<file path="src/rtl/move_scheduler_if.sv">
// ----------------------------------------------------------------------------
// move_scheduler_if
//   Command handshake between the move scheduler and the game-logic core.
//
//   Signals:
//     cmd_valid  scheduler -> core   a command is present
//     cmd        scheduler -> core   3-bit command code, 0 when idle
//     cmd_ready  core -> scheduler   core accepts the command this cycle
//
//   Modports:
//     master  the scheduler (drives cmd_valid/cmd, samples cmd_ready)
//     slave   the game core (samples cmd_valid/cmd, drives cmd_ready)
// ----------------------------------------------------------------------------
`timescale 1ns / 1ps

interface move_scheduler_if;
    logic       cmd_valid;
    logic [2:0] cmd;
    logic       cmd_ready;

    modport master (
        output cmd_valid,
        output cmd,
        input  cmd_ready
    );

    modport slave (
        input  cmd_valid,
        input  cmd,
        output cmd_ready
    );
endinterface

</file>
<file path="src/rtl/move_scheduler.sv">
// ----------------------------------------------------------------------------
// move_scheduler
//   Turns key levels (left/right/up/down) and an internal gravity timer into a
//   serialized stream of single move commands on a valid/ready handshake.
//   Exactly one command is offered at a time; issue stops for good once the
//   game core reports failure, until the next reset.
//
//   Command codes: 1 LEFT, 2 RIGHT, 3 ROTATE, 4 SOFT_DROP, 5 GRAVITY, 0 idle.
//   Priority when a command is picked: GRAVITY > ROTATE > LEFT > RIGHT >
//   SOFT_DROP. The picked command is frozen until it is accepted.
//
//   Ports:
//     clk      in   system clock
//     clrn     in   asynchronous active-low reset
//     left     in   key level, move left
//     right    in   key level, move right
//     up       in   key level, rotate
//     down     in   key level, soft drop
//     level    in   difficulty level 0..15, shortens the gravity period
//     fail     in   game-over flag from the game core
//     cmd_if   master side of the command handshake (cmd_valid/cmd/cmd_ready)
//     halted   out  high once fail has been seen
//
//   Build option:
//     AUTOREPEAT_EN  when defined, holding left/right/down re-issues the move
//                    after DAS_DELAY cycles and then every DAS_RATE cycles.
//                    When undefined, commands come from rising edges only.
// ----------------------------------------------------------------------------
`timescale 1ns / 1ps

module move_scheduler #(
    parameter int unsigned GRAV_BASE = 50000000,
    parameter int unsigned GRAV_STEP = 2500000,
    parameter int unsigned GRAV_MIN  = 5000000,
    parameter int unsigned DAS_DELAY = 20000000,
    parameter int unsigned DAS_RATE  = 5000000,
    parameter int unsigned CNT_W     = 27
) (
    input  logic                clk,
    input  logic                clrn,
    input  logic                left,
    input  logic                right,
    input  logic                up,
    input  logic                down,
    input  logic [3:0]          level,
    input  logic                fail,
    move_scheduler_if.master    cmd_if,
    output logic                halted
);

    // Period arithmetic is done 4 bits wider than the counter so that
    // level * GRAV_STEP can exceed GRAV_BASE without wrapping.
    localparam int unsigned PW = CNT_W + 4;

    localparam logic [2:0] CmdNone   = 3'd0;
    localparam logic [2:0] CmdLeft   = 3'd1;
    localparam logic [2:0] CmdRight  = 3'd2;
    localparam logic [2:0] CmdRotate = 3'd3;
    localparam logic [2:0] CmdSoft   = 3'd4;
    localparam logic [2:0] CmdGrav   = 3'd5;

    // Pending flag bit i belongs to command code i+1.
    localparam int unsigned NumCmd = 5;

    // Reject parameter sets the counters cannot represent.
    if ((GRAV_BASE >> CNT_W) != 0 || (DAS_DELAY >> CNT_W) != 0 || GRAV_MIN == 0 ||
        DAS_RATE == 0 || DAS_RATE > DAS_DELAY) begin : g_param_check
        $error("move_scheduler: CNT_W too small or invalid gravity/DAS parameters");
    end

    typedef enum logic [1:0] {
        StIdle,
        StIssue,
        StHalt
    } state_e;

    state_e            state_q, state_d;
    logic [2:0]        cmd_q, cmd_d;
    logic [NumCmd-1:0] pend_q, pend_d;
    logic [NumCmd-1:0] set_v;
    logic              left_q, right_q, up_q, down_q;
    logic [CNT_W-1:0]  grav_cnt_q, grav_cnt_d;

    logic              accept;
    logic              rise_left, rise_right, rise_up, rise_down;
    logic              rep_left, rep_right, rep_down;
    logic [PW-1:0]     grav_reduce, grav_period;
    logic              grav_wrap;
    logic              soft_accept;

    // ------------------------------------------------------------------------
    // Key edge detection
    // ------------------------------------------------------------------------
    assign rise_left  = left  & ~left_q;
    assign rise_right = right & ~right_q;
    assign rise_up    = up    & ~up_q;
    assign rise_down  = down  & ~down_q;

    // ------------------------------------------------------------------------
    // Optional auto-repeat for left/right/down
    // ------------------------------------------------------------------------
`ifdef AUTOREPEAT_EN
    localparam logic [CNT_W-1:0] DasTop    = CNT_W'(DAS_DELAY - 1);
    // Reloading to DasTop - DAS_RATE + 1 makes later repeats DAS_RATE apart.
    localparam logic [CNT_W-1:0] DasReload = CNT_W'(DAS_DELAY - DAS_RATE);

    logic [2:0]            hold_keys;
    logic [2:0][CNT_W-1:0] hold_q, hold_d;
    logic [2:0]            hold_fire;

    assign hold_keys = {down, right, left};

    always_comb begin
        hold_d    = hold_q;
        hold_fire = '0;
        for (int i = 0; i < 3; i++) begin
            if (!hold_keys[i]) begin
                hold_d[i] = '0;
            end else if (hold_q[i] == DasTop) begin
                hold_fire[i] = 1'b1;
                hold_d[i]    = DasReload;
            end else begin
                hold_d[i] = hold_q[i] + CNT_W'(1);
            end
        end
    end

    always_ff @(posedge clk or negedge clrn) begin
        if (!clrn) begin
            hold_q <= '0;
        end else begin
            hold_q <= hold_d;
        end
    end

    // Holding both horizontal keys suppresses horizontal repeat entirely.
    assign rep_left  = hold_fire[0] & ~right;
    assign rep_right = hold_fire[1] & ~left;
    assign rep_down  = hold_fire[2];
`else
    assign rep_left  = 1'b0;
    assign rep_right = 1'b0;
    assign rep_down  = 1'b0;
`endif

    // ------------------------------------------------------------------------
    // Gravity timer
    // ------------------------------------------------------------------------
    always_comb begin
        grav_reduce = PW'(level) * PW'(GRAV_STEP);
        if (grav_reduce >= PW'(GRAV_BASE) ||
            (PW'(GRAV_BASE) - grav_reduce) < PW'(GRAV_MIN)) begin
            grav_period = PW'(GRAV_MIN);
        end else begin
            grav_period = PW'(GRAV_BASE) - grav_reduce;
        end
    end

    // count >= period-1, written without the subtraction; the >= lets a
    // period shortened mid-count wrap on the very next cycle.
    assign grav_wrap   = (PW'(grav_cnt_q) + PW'(1)) >= grav_period;
    assign soft_accept = accept && (cmd_q == CmdSoft);

    always_comb begin
        if (grav_wrap || soft_accept) begin
            grav_cnt_d = '0;
        end else begin
            grav_cnt_d = grav_cnt_q + CNT_W'(1);
        end
    end

    // ------------------------------------------------------------------------
    // Pending flags
    // ------------------------------------------------------------------------
    always_comb begin
        set_v    = '0;
        // Simultaneous left and right edges cancel each other.
        set_v[0] = (rise_left & ~rise_right) | rep_left;
        set_v[1] = (rise_right & ~rise_left) | rep_right;
        set_v[2] = rise_up;
        set_v[3] = rise_down | rep_down;
        set_v[4] = grav_wrap;

        pend_d = pend_q;
        for (int i = 0; i < NumCmd; i++) begin
            if (set_v[i]) begin
                pend_d[i] = 1'b1;
            end
            // Acceptance wins over a coincident set: events while pending are absorbed.
            if (accept && (cmd_q == 3'(i + 1))) begin
                pend_d[i] = 1'b0;
            end
        end
        if (fail || (state_q == StHalt)) begin
            pend_d = '0;
        end
    end

    // ------------------------------------------------------------------------
    // Issue FSM
    // ------------------------------------------------------------------------
    always_comb begin
        state_d = state_q;
        cmd_d   = cmd_q;
        accept  = 1'b0;
        unique case (state_q)
            StIdle: begin
                cmd_d = CmdNone;
                if (fail) begin
                    state_d = StHalt;
                end else if (pend_q != '0) begin
                    state_d = StIssue;
                    if (pend_q[4]) begin
                        cmd_d = CmdGrav;
                    end else if (pend_q[2]) begin
                        cmd_d = CmdRotate;
                    end else if (pend_q[0]) begin
                        cmd_d = CmdLeft;
                    end else if (pend_q[1]) begin
                        cmd_d = CmdRight;
                    end else begin
                        cmd_d = CmdSoft;
                    end
                end
            end
            StIssue: begin
                // fail in the handshake cycle aborts the command unaccepted.
                if (fail) begin
                    state_d = StHalt;
                    cmd_d   = CmdNone;
                end else if (cmd_if.cmd_ready) begin
                    accept  = 1'b1;
                    state_d = StIdle;
                    cmd_d   = CmdNone;
                end
            end
            StHalt: begin
                cmd_d = CmdNone;
            end
            default: begin
                state_d = StIdle;
                cmd_d   = CmdNone;
            end
        endcase
    end

    always_ff @(posedge clk or negedge clrn) begin
        if (!clrn) begin
            state_q    <= StIdle;
            cmd_q      <= CmdNone;
            pend_q     <= '0;
            left_q     <= 1'b0;
            right_q    <= 1'b0;
            up_q       <= 1'b0;
            down_q     <= 1'b0;
            grav_cnt_q <= '0;
        end else begin
            state_q    <= state_d;
            cmd_q      <= cmd_d;
            pend_q     <= pend_d;
            left_q     <= left;
            right_q    <= right;
            up_q       <= up;
            down_q     <= down;
            grav_cnt_q <= grav_cnt_d;
        end
    end

    assign cmd_if.cmd_valid = (state_q == StIssue);
    assign cmd_if.cmd       = cmd_q;
    assign halted           = (state_q == StHalt);

endmodule

</file>
<file path="src/flat_wrapper.sv">
// flat-port wrapper written by rule: the top's interface ports become plain ports
module move_scheduler_flat 
#(
    parameter int unsigned GRAV_BASE = 50000000,
    parameter int unsigned GRAV_STEP = 2500000,
    parameter int unsigned GRAV_MIN  = 5000000,
    parameter int unsigned DAS_DELAY = 20000000,
    parameter int unsigned DAS_RATE  = 5000000,
    parameter int unsigned CNT_W     = 27
)
  (clk, clrn, left, right, up, down, level, fail, halted, cmd_if_cmd_valid, cmd_if_cmd, cmd_if_cmd_ready);
  move_scheduler_if cmd_if_i ();
  input  logic clk;
  input  logic clrn;
  input  logic left;
  input  logic right;
  input  logic up;
  input  logic down;
  input  logic [3:0] level;
  input  logic fail;
  output logic halted;
  output wire logic [$bits(cmd_if_i.cmd_valid)-1:0] cmd_if_cmd_valid;
  output wire logic [$bits(cmd_if_i.cmd)-1:0] cmd_if_cmd;
  input wire logic [$bits(cmd_if_i.cmd_ready)-1:0] cmd_if_cmd_ready;
  assign cmd_if_cmd_valid = cmd_if_i.cmd_valid;
  assign cmd_if_cmd = cmd_if_i.cmd;
  assign cmd_if_i.cmd_ready = cmd_if_cmd_ready;
  move_scheduler #(.GRAV_BASE(GRAV_BASE), .GRAV_STEP(GRAV_STEP), .GRAV_MIN(GRAV_MIN), .DAS_DELAY(DAS_DELAY), .DAS_RATE(DAS_RATE), .CNT_W(CNT_W)) u_core (.clk(clk), .clrn(clrn), .left(left), .right(right), .up(up), .down(down), .level(level), .fail(fail), .cmd_if(cmd_if_i), .halted(halted));
endmodule
</file>
<file path="config.mk">
export PLATFORM = sky130hd
export DESIGN_NAME = move_scheduler_flat
export DESIGN_NICKNAME = d
export VERILOG_FILES = /design/src/rtl/move_scheduler_if.sv /design/src/rtl/move_scheduler.sv /design/src/flat_wrapper.sv
export SDC_FILE = /design/constraint.sdc
export NUM_CORES = 1
export LEC_CHECK = 0
export CAP_MARGIN = 20
export CORE_ASPECT_RATIO = 0.7
export CORE_UTILIZATION = 55
export CTS_BUF_LIST = sky130_fd_sc_hd__clkbuf_4 sky130_fd_sc_hd__clkbuf_8
export DETAILED_ROUTE_END_ITERATION = 16
export PLACE_DENSITY_LB_ADDON = 0.05
export SYNTH_ARGS = -nofsm -noshare
export SYNTH_HDL_FRONTEND = slang
export SYNTH_SLANG_ARGS = --single-unit
</file>
<file path="constraint.sdc">
create_clock -name clk -period 8.3 [get_ports clk]
set_input_delay 2.49 -clock clk [delete_from_list [all_inputs] [get_ports clk]]
set_output_delay 2.49 -clock clk [all_outputs]
set_load 0.05 [all_outputs]
</file>
Yosys cells after proc, flatten, opt, wreduce, memory -nomap -nowiden. Index checks and enable logic that the tools add are counted. W data, S select, Z words.

Bits in registers: 41. Word-level logic and storage cells: 87.

Add/sub/neg operators: 3. Multiply operators: 1. Magnitude comparators: 3. Eq/ne operators: 9. Multiplexer cells: 30. Bitwise gates (word level): 13. Reductions and logical operators: 16.

Operators with widths (number): $ge A31 B31 Y1 (1); $lt A31 B23 Y1 const B (1); $mux W31 (1); $add A27 B1 Y28 const B (1); $add A27 B1 Y27 const B (1); $mux W27 (1); $sub A26 B26 Y27 const A (1); $ge A26 B26 Y1 const B (1); $mux W3 (8); $mul A4 B17 Y21 const B (1); $reduce_bool A3 Y1 (5); $mux W1 (13); $mux W2 (4); $not A1 Y1 (7); $and A1 B1 Y1 (6); $eq A3 B2 Y1 const B (2); $eq A3 B3 Y1 const B (2); $ne A3 B2 Y1 const B (2); $pmux W2 S3 (1); $pmux W3 S2 (1); $logic_and A1 B1 Y1 (5); $mux W5 (1); $reduce_bool A5 Y1 (1); $eq A3 B1 Y1 const B (1); 5 further kinds (7).

Depth between registers and ports, before layout. Gate-level depths: netlist (run 1).

Depth after elaboration: 9. Mapped depth: 28.

Least setup slack after synthesis (run 1). OpenSTA, ideal clock, no wires.

Kind: input -> register. From: input level[2]. To: register u_core.pend_q[4]. Arrival: 8.026 ns. Data required time: 8.171 ns. Path slack: 0.145 ns. Cell stages on the path: 27. Path buffers: 3. Path through: buf_2 -> inv_1 -> ha_1 -> inv_1 -> fa_1 -> ha_1 -> nor2b_1 -> o31a_1 -> or3_1 -> and3_1 -> buf_6 -> a31oi_1 -> xnor2_1 -> o2111ai_1 -> a311o_1 -> buf_6 -> a22o_1 -> ha_1 -> nor2b_1 -> o21a_1 -> o21a_1 -> o21a_1 -> o21ai_0 -> a21oi_1 -> o211ai_1 -> inv_1 -> o41a_1.

Cells in the longest elaborated chain, start to end: 7. Elaborated cells between the ends (all ways): 8. Those cells by class: add/sub: 1; mul: 1; order compare: 3; mux: 1; reduce/logical: 2.

RTL lines: start, declared (RTL line flat_wrapper.sv:19) `input logic [3:0] level;`; $mul A4 B17 Y21 (*) (RTL line move_scheduler.sv:150) `grav_reduce = PW'(level) * PW'(GRAV_STEP);`; $sub A26 B26 Y27 (RTL line move_scheduler.sv:152, move_scheduler.sv:155); $lt A31 B23 Y1 (RTL line move_scheduler.sv:152) `(PW'(GRAV_BASE) - grav_reduce) < PW'(GRAV_MIN)) begin`; $logic_or A1 B1 Y1 (RTL line move_scheduler.sv:151) `if (grav_reduce >= PW'(GRAV_BASE) ||`; $mux W31 (*) (RTL line move_scheduler.sv:151); $ge A31 B31 Y1 (*) (RTL line move_scheduler.sv:161) `assign grav_wrap = (PW'(grav_cnt_q) + PW'(1)) >= grav_period;`; $reduce_bool A3 Y1 (no source line) (*); end signal, assigned (RTL line move_scheduler.sv:260) `pend_q <= pend_d;`; end, declared (RTL line move_scheduler.sv:79) `logic [NumCmd-1:0] pend_q, pend_d;`.

Every way passes the cells marked *; elsewhere a longest branch is shown, timed or not. A chain may end at the register's enable or synchronous reset.

Final worst setup path (run 1).
From: input level[1]. To: register u_core.grav_cnt_q[3].

Cells in the longest elaborated chain, start to end: 8. Elaborated cells between the ends (all ways): 9. Those cells by class: add/sub: 1; mul: 1; order compare: 3; mux: 2; reduce/logical: 2.

RTL lines: $mul A4 B17 Y21 (*) (RTL line move_scheduler.sv:150); $sub A26 B26 Y27 (RTL line move_scheduler.sv:152, move_scheduler.sv:155); $lt A31 B23 Y1 (RTL line move_scheduler.sv:152); $logic_or A1 B1 Y1 (RTL line move_scheduler.sv:151); $mux W31 (*) (RTL line move_scheduler.sv:151); $ge A31 B31 Y1 (*) (RTL line move_scheduler.sv:161); $logic_or A1 B1 Y1 (*) (RTL line move_scheduler.sv:165) `if (grav_wrap || soft_accept) begin`; $mux W27 (*) (RTL line move_scheduler.sv:165); net u_core.grav_cnt_d[3] (RTL line move_scheduler.sv:82) `logic [CNT_W-1:0] grav_cnt_q, grav_cnt_d;`; end signal, assigned (RTL line move_scheduler.sv:265) `grav_cnt_q <= grav_cnt_d;`; end, declared (RTL line move_scheduler.sv:82).

Mark *: on every way through the listed nets, which the timed path passes. The rest lies on a longest branch.

==> impl_metrics.json, run 1 <==
{
  "syn_to_final_growth_pct": 29.3,
  "status": "completed",
  "dpl_cell_area_mm2": 0.00538,
  "cts_tree": "built",
  "worstPathArrival_ps": 8410,
  "crit_required_ps": 8500,
  "synthFlopType": "dfrtp_1",
  "grt_pass1_wl_mm": 21.4,
  "hp-class": "reg2reg",
  "grt_pass1_vias": 4331,
  "wirelength_mm": 14.0,
  "grt_remaining_overflow": 0,
  "irDropWorstVdd_mv": 0.0906,
  "grt_max_degree": 42,
  "period_share": 0.989,
  "core_area_mm2": 0.00794,
  "clock.fmax_ghz": 0.122,
  "antenna_found_initial": 0,
  "fin_cells": 764,
  "setup_ws_ps": 87.2,
  "yosysWarnings": 0,
  "p_leak_nw": 2.74,
  "r2r-start": "u_core.grav_cnt_q[2]",
  "portBuffers": 16,
  "ys_ff_latch": 41,
  "async_flop_share": 1.00,
  "reg2reg_depth": 17,
  "worstMarginPinSlew_ps": 893,
  "yosysSeqAreaShare": 0.226,
  "via_per_inst": 6.30,
  "fp.dieW_um": 111,
  "root_buffer": "clkbuf_8",
  "syn_inst": 565,
  "nNetsFinal": 727,
  "fillers": 614,
  "slew_headroom": 0.405,
  "dp_hpwl_mm": 10.4,
  "cts_sinks": 41,
  "pin_count": 17,
  "fin_setup_tns_ps": 0,
  "setup.worst_path.end": "u_core.grav_cnt_q[3]",
  "fp.dieH_um": 78.1,
  "powerDensity_mw_per_mm2": 161,
  "totalPowerFinal_uw": 944,
  "finalHoldViolCount": 0,
  "gp_congestion": 0.946,
  "critical_path.endpoint_type": "register",
  "setup_viol": 0,
  "initial_utilization": 0.573,
  "stdcell_area_mm2": 0.00588,
  "crit_start": "level[1]",
  "dieArea_mm2": 0.00864,
  "worstSkewPairLatency_ps": 290,
  "wl_per_cell_um": 18.3,
  "drv_cap": 0,
  "skew_ps": 7.92,
  "syn_area_mm2": 0.00455,
  "place_ws_ps": -432,
  "avgSynthCellArea_um2": 8.05,
  "cts_buffers": 5,
  "synth_edf_count": 0,
  "ys_types": 65,
  "drt_iter0_markers": 463,
  "finalCoreUtilization": 0.740,
  "synth_top_area_frac": 0.226,
  "antenna_cells": 0,
  "r2r_end": "u_core.grav_cnt_q[3]",
  "clk_transition_reported_paths_ps": 80,
  "clockBufferDepth": 2,
  "whs_ps": 558,
  "vias": 4815,
  "detailedRoute.firstPassIterationCount": 5,
  "post-synth-top-area-cell": "dfrtp_1",
  "slew_violations": 0,
  "syn_nets": 630,
  "synthTopCellsByArea": "dfrtp_1, ha_1, xnor2_1",
  "rrSetupSlack_ps": 3810,
  "holdBufCountCts": 0,
  "drive_gt1_frac": 0.247,
  "worstSetupPathType": "in2reg",
  "critPathMaxFanout": 6,
  "min_path_cells": 3,
  "rsz0062_at_grt": "true",
  "antenna_left": 0,
  "row_count": 27,
  "grt_usage": 0.308,
  "min_period_ps": 8210,
  "drc": 0,
  "cp-start-kind": "input pin",
  "htree_levels": 2,
  "place_inst": 748
}
-- kinds of logic after synthesis --
group	share of synthesized area
and+or+nand+nor	0.301
AOI/OAI and AO/OA	0.178
xor gates and xnor gates	0.104
adders and majority gates	0.149
buffers and inverters	0.0399
DFF	0.226
muxes	0.00220
-- worst min-delay path by stage --
stage,startpoint,to,slack (ps)
3_3_place_gp,u_core.grav_cnt_q[0],u_core.grav_cnt_q[0],540
2_1_floorplan,u_core.grav_cnt_q[0],u_core.grav_cnt_q[0],510
4_1_cts,u_core.grav_cnt_q[0],u_core.grav_cnt_q[0],550
3_5_place_dp,u_core.grav_cnt_q[0],u_core.grav_cnt_q[0],530
6_report,u_core.up_q,u_core.pend_q[2],560
5_1_grt,u_core.grav_cnt_q[0],u_core.grav_cnt_q[0],590
-- state kept, by name, indices dropped and copies added (netlist names) --
register	flops
u_core.up_q	1
u_core.state_q	2
u_core.left_q	1
u_core.grav_cnt_q	27
u_core.pend_q	5
u_core.right_q	1
u_core.down_q	1
u_core.cmd_if.cmd	3
-- placed cells by master (no fill, tap or decap), types with 12 or more instances in the layout --
cell type	n
a21oi_1	18
and3_1	13
buf_4	90
clkdlybuf4s50_1	13
dfrtp_1	41
ha_1	48
inv_1	18
nand2_1	46
nand3_1	37
nand4_1	18
nor2_1	58
nor3_1	24
nor4_1	12
xnor2_1	25
xor2_1	21
-- layer usage --
| layer | part of all wire | global-route usage | vias up |
|---|---|---|---|
| met4 | 0.012 | 0.0333 | 0 |
| li1 | - | - | 2275 |
| met5 | 0 | 0 | - |
| met2 | 0.41 | 0.427 | 230 |
| met1 | 0.49 | 0.484 | 2290 |
| met3 | 0.094 | 0.0803 | 20 |
-- final cells by class --
type	instances	area, µm²	area share
clock inverter	1	30.0	0.00511
clock buffer	7	90.1	0.0153
inverter	21	78.8	0.0134
sequential	41	1030	0.175
timing repair buffer	111	892	0.152
multi-input combinational	482	3630	0.618
tap	101	126	0.0215
-- cell usage after synthesis, types with 4 or more instances --
cell,number
or2_2,4
ha_1,51
nor2_1,58
nand4_1,18
nand3_1,37
clkbuf_1,12
inv_1,21
o211ai_1,6
nand2b_1,8
xnor2_1,31
a211oi_1,5
o21a_1,6
or3_1,5
nor3_1,26
a21oi_1,20
a21o_1,8
and2_1,7
a22oi_1,7
nand2_1,46
and3_1,14
nor2b_1,9
o21ai_0,12
a31oi_1,5
xor2_1,23
nor4_1,17
o22ai_1,7
dfrtp_1,41
buf_2,7
-- where the power goes --
group	total (mW)	internal, mW	switching (mW)
clock	0.171	0.101	0.0694
combinational	0.547	0.260	0.288
sequential	0.226	0.210	0.0165
total	0.944	0.571	0.373
-- critical path, stage by stage --
cell and delay (ps):
clkdlybuf4s50_1 430, buf_4 160, ha_4 170, fa_1 480, ha_2 280, nor2b_2 170, o31a_1 390, or3_1 430
and3_4 230, and3_4 200, o21ai_4 230, xnor2_2 110, a311o_1 460, buf_6 170, a22oi_2 170, ha_1 300
a21o_1 190, a21o_1 170, a21o_1 170, a21oi_1 130, o21ai_1 90, o211ai_1 290, inv_2 100, buf_6 150
nor4_1 240
-- timing repair --
item / CTS / global route
resized for setup: 2 / 61
buffers inserted: 0 / 8
gates cloned: 0 / 0
pin swaps: 2 / 27
endpoints found under the setup margin: 20 / 28
(Power assumes the default switching activity.)
==> inputs of run 2 (changes only) <==
--- a/config.mk
+++ b/config.mk
@@ -9,6 +9,7 @@
 export CORE_ASPECT_RATIO = 0.7
 export CORE_UTILIZATION = 55
 export CTS_BUF_LIST = sky130_fd_sc_hd__clkbuf_4 sky130_fd_sc_hd__clkbuf_8
+export CTS_CLUSTER_SIZE = 12
 export DETAILED_ROUTE_END_ITERATION = 16
 export PLACE_DENSITY_LB_ADDON = 0.05
 export SYNTH_ARGS = -nofsm -noshare
==> constraint.sdc (replaced) <==
create_clock -name clk -period 9.68 [get_ports clk]
set_input_delay 2.904 -clock clk [delete_from_list [all_inputs] [get_ports clk]]
set_output_delay 2.904 -clock clk [all_outputs]
set_load 0.05 [all_outputs]
==> impl_metrics.json, run 2 (synthesis results as in run 1) <==
{
  "status": "completed",
  "whs_ps": 553,
  "clock.fmax_ghz": 0.108,
  "post_cts_buffers": 0,
  "detailedRoute.firstPassIterationCount": 7,
  "fp.dieW_um": 111,
  "p_leak_nw": 2.27,
  "cpPeakStageDelay_ps": 590,
  "mostFrequentLayoutCell": "nor2_1",
  "cpMostUsedCell": "ha_1",
  "p_comb_frac": 0.501,
  "worstSetupPathType": "in2reg",
  "p_switching_uw": 274,
  "grt_max_degree": 42,
  "min_period_ps": 9270,
  "drc": 0,
  "powerDensity_mw_per_mm2": 137,
  "dp_hpwl_mm": 9.43,
  "cp-start-kind": "input pin",
  "critical_path.endpoint_type": "register",
  "cts_buffers": 5,
  "crit_path_cell_trace": "clkdlybuf4s50_1, buf_4, ha_1, ha_1, ha_1, o211ai_1, nor3_1, nor2_1, mux2i_1, nor4_2, nand3b_1, o32ai_1, nor2_1, a22o_1, ha_1, nor2b_1, o21a_1, o21a_1, o21a_1, o21ai_0, a21oi_1, o211ai_1, inv_1, o41a_1",
  "core_area_mm2": 0.00794,
  "worstMarginPinSlew_ps": 899,
  "finalCoreUtilization": 0.625,
  "holdBufCountCts": 0,
  "wl_per_cell_um": 17.6,
  "fp.dieH_um": 78.1,
  "min_path_cells": 2,
  "irDropWorstVdd_mv": 0.0920,
  "reg2reg_depth": 16,
  "regMostFlops": "u_core.grav_cnt_q",
  "fin_cells": 681,
  "largest_reg_flops": 27,
  "critPathMaxFanout": 8,
  "dpl_cell_area_mm2": 0.00481,
  "stdcell_area_mm2": 0.00496,
  "antenna_found_initial": 0,
  "nNetsFinal": 644,
  "skew_ps": 10.5,
  "slew_violations": 0,
  "place_inst": 673,
  "htree_levels": 2,
  "crit_required_ps": 9870,
  "finalHoldViolCount": 0,
  "antenna_cells": 0,
  "pin_count": 17,
  "fillers": 709,
  "slowest_stage": "clkdlybuf4s50_1",
  "antenna_left": 0,
  "drv_cap": 0,
  "dieArea_mm2": 0.00864,
  "slew_headroom": 0.401,
  "critPathBufInv": 3,
  "cts_sinks": 41,
  "worstSkewPairLatency_ps": 300,
  "drt_iter0_markers": 463,
  "vias": 4361,
  "via_per_inst": 6.40,
  "wirelength_mm": 12.0,
  "gp_congestion": 0.963,
  "fin_setup_tns_ps": 0,
  "hp-class": "reg2reg",
  "rsz0062_at_grt": "false",
  "syn_to_final_growth_pct": 9.08,
  "setup_viol": 0,
  "grt_remaining_overflow": 0,
  "final_cell_mix": "nor2_1, ha_1, nand2_1",
  "cts_resized": 0,
  "cts_tree": "built",
  "period_share": 0.958,
  "grt_pass1_wl_mm": 20.1,
  "clkPwrFrac": 0.215,
  "grt_pass1_vias": 3931,
  "worstPathArrival_ps": 9460,
  "grt_usage": 0.287,
  "portBuffers": 16,
  "clockBufferDepth": 2,
  "swShare": 0.402,
  "root_buffer": "clkbuf_8",
  "intPower_uw": 407,
  "clk_transition_reported_paths_ps": 80,
  "row_count": 27,
  "cp.depth": 24,
  "power_frac_seq": 0.284,
  "drive_gt1_frac": 0.0707,
  "critPathTopFamily": "compound AO/OA/AOI/OAI gates",
  "initial_utilization": 0.573
}
==> run 2: changes by cell type in the layout (fill, tap and decap cells not counted), sizes merged <==
cell	delta
buf	-83
clkdlybuf4s50	+2
dlymetal6s2s	-2
==> run 2: per-stage QoR <==
stage	power [mW]	worst slack, ps
floorplan	0.447	1110
global placement	0.519	392
detailed placement	0.522	169
CTS	0.673	481
global route	0.726	0.910
finish	0.681	407
==> run 2: power groups by stage <==
stage / registers (mW) / clock network (mW) / logic (mW)
floorplan: 0.192 / 0 / 0.256
global placement: 0.195 / 0 / 0.323
detailed placement: 0.196 / 0 / 0.326
CTS: 0.193 / 0.150 / 0.330
global route: 0.195 / 0.156 / 0.374
finish: 0.193 / 0.147 / 0.341
==> run 2: area by class of cell <==
type / instances / area [µm²] / area share
inverters: 21 / 78.8 / 0.0159
well taps: 101 / 126 / 0.0255
flip-flops and latches: 41 / 1030 / 0.207
repair buffers: 28 / 245 / 0.0495
multi-input cells: 482 / 3360 / 0.678
clock buffers: 7 / 90.1 / 0.0182
clock inverters: 1 / 30.0 / 0.00606
==> run 2: final timing paths <==
check                           slack (ps)                  from               endpoint
worst max-delay path                   410              level[3]       u_core.pend_q[4]
worst min-delay path                   550  u_core.grav_cnt_q[0]   u_core.grav_cnt_q[0]
worst max register to register        5260  u_core.grav_cnt_q[2]       u_core.pend_q[4]
worst min register to register         550  u_core.grav_cnt_q[0]   u_core.grav_cnt_q[0]
max in group asynchronous             6380                  clrn          u_core.left_q
min in group asynchronous             2730                  clrn  u_core.grav_cnt_q[21]
==> run 2: metal layers <==
layer  GRT usage  part of all wire
met5           0                 0
met4      0.0253            0.0027
met3      0.0764             0.089
met2       0.376              0.37
met1       0.468              0.54
==> run 2: worst min-delay path: cells and delay by family, from the launching register on <==
family	cells	cell delay (ps)
flops	1	370
simple gates	2	150
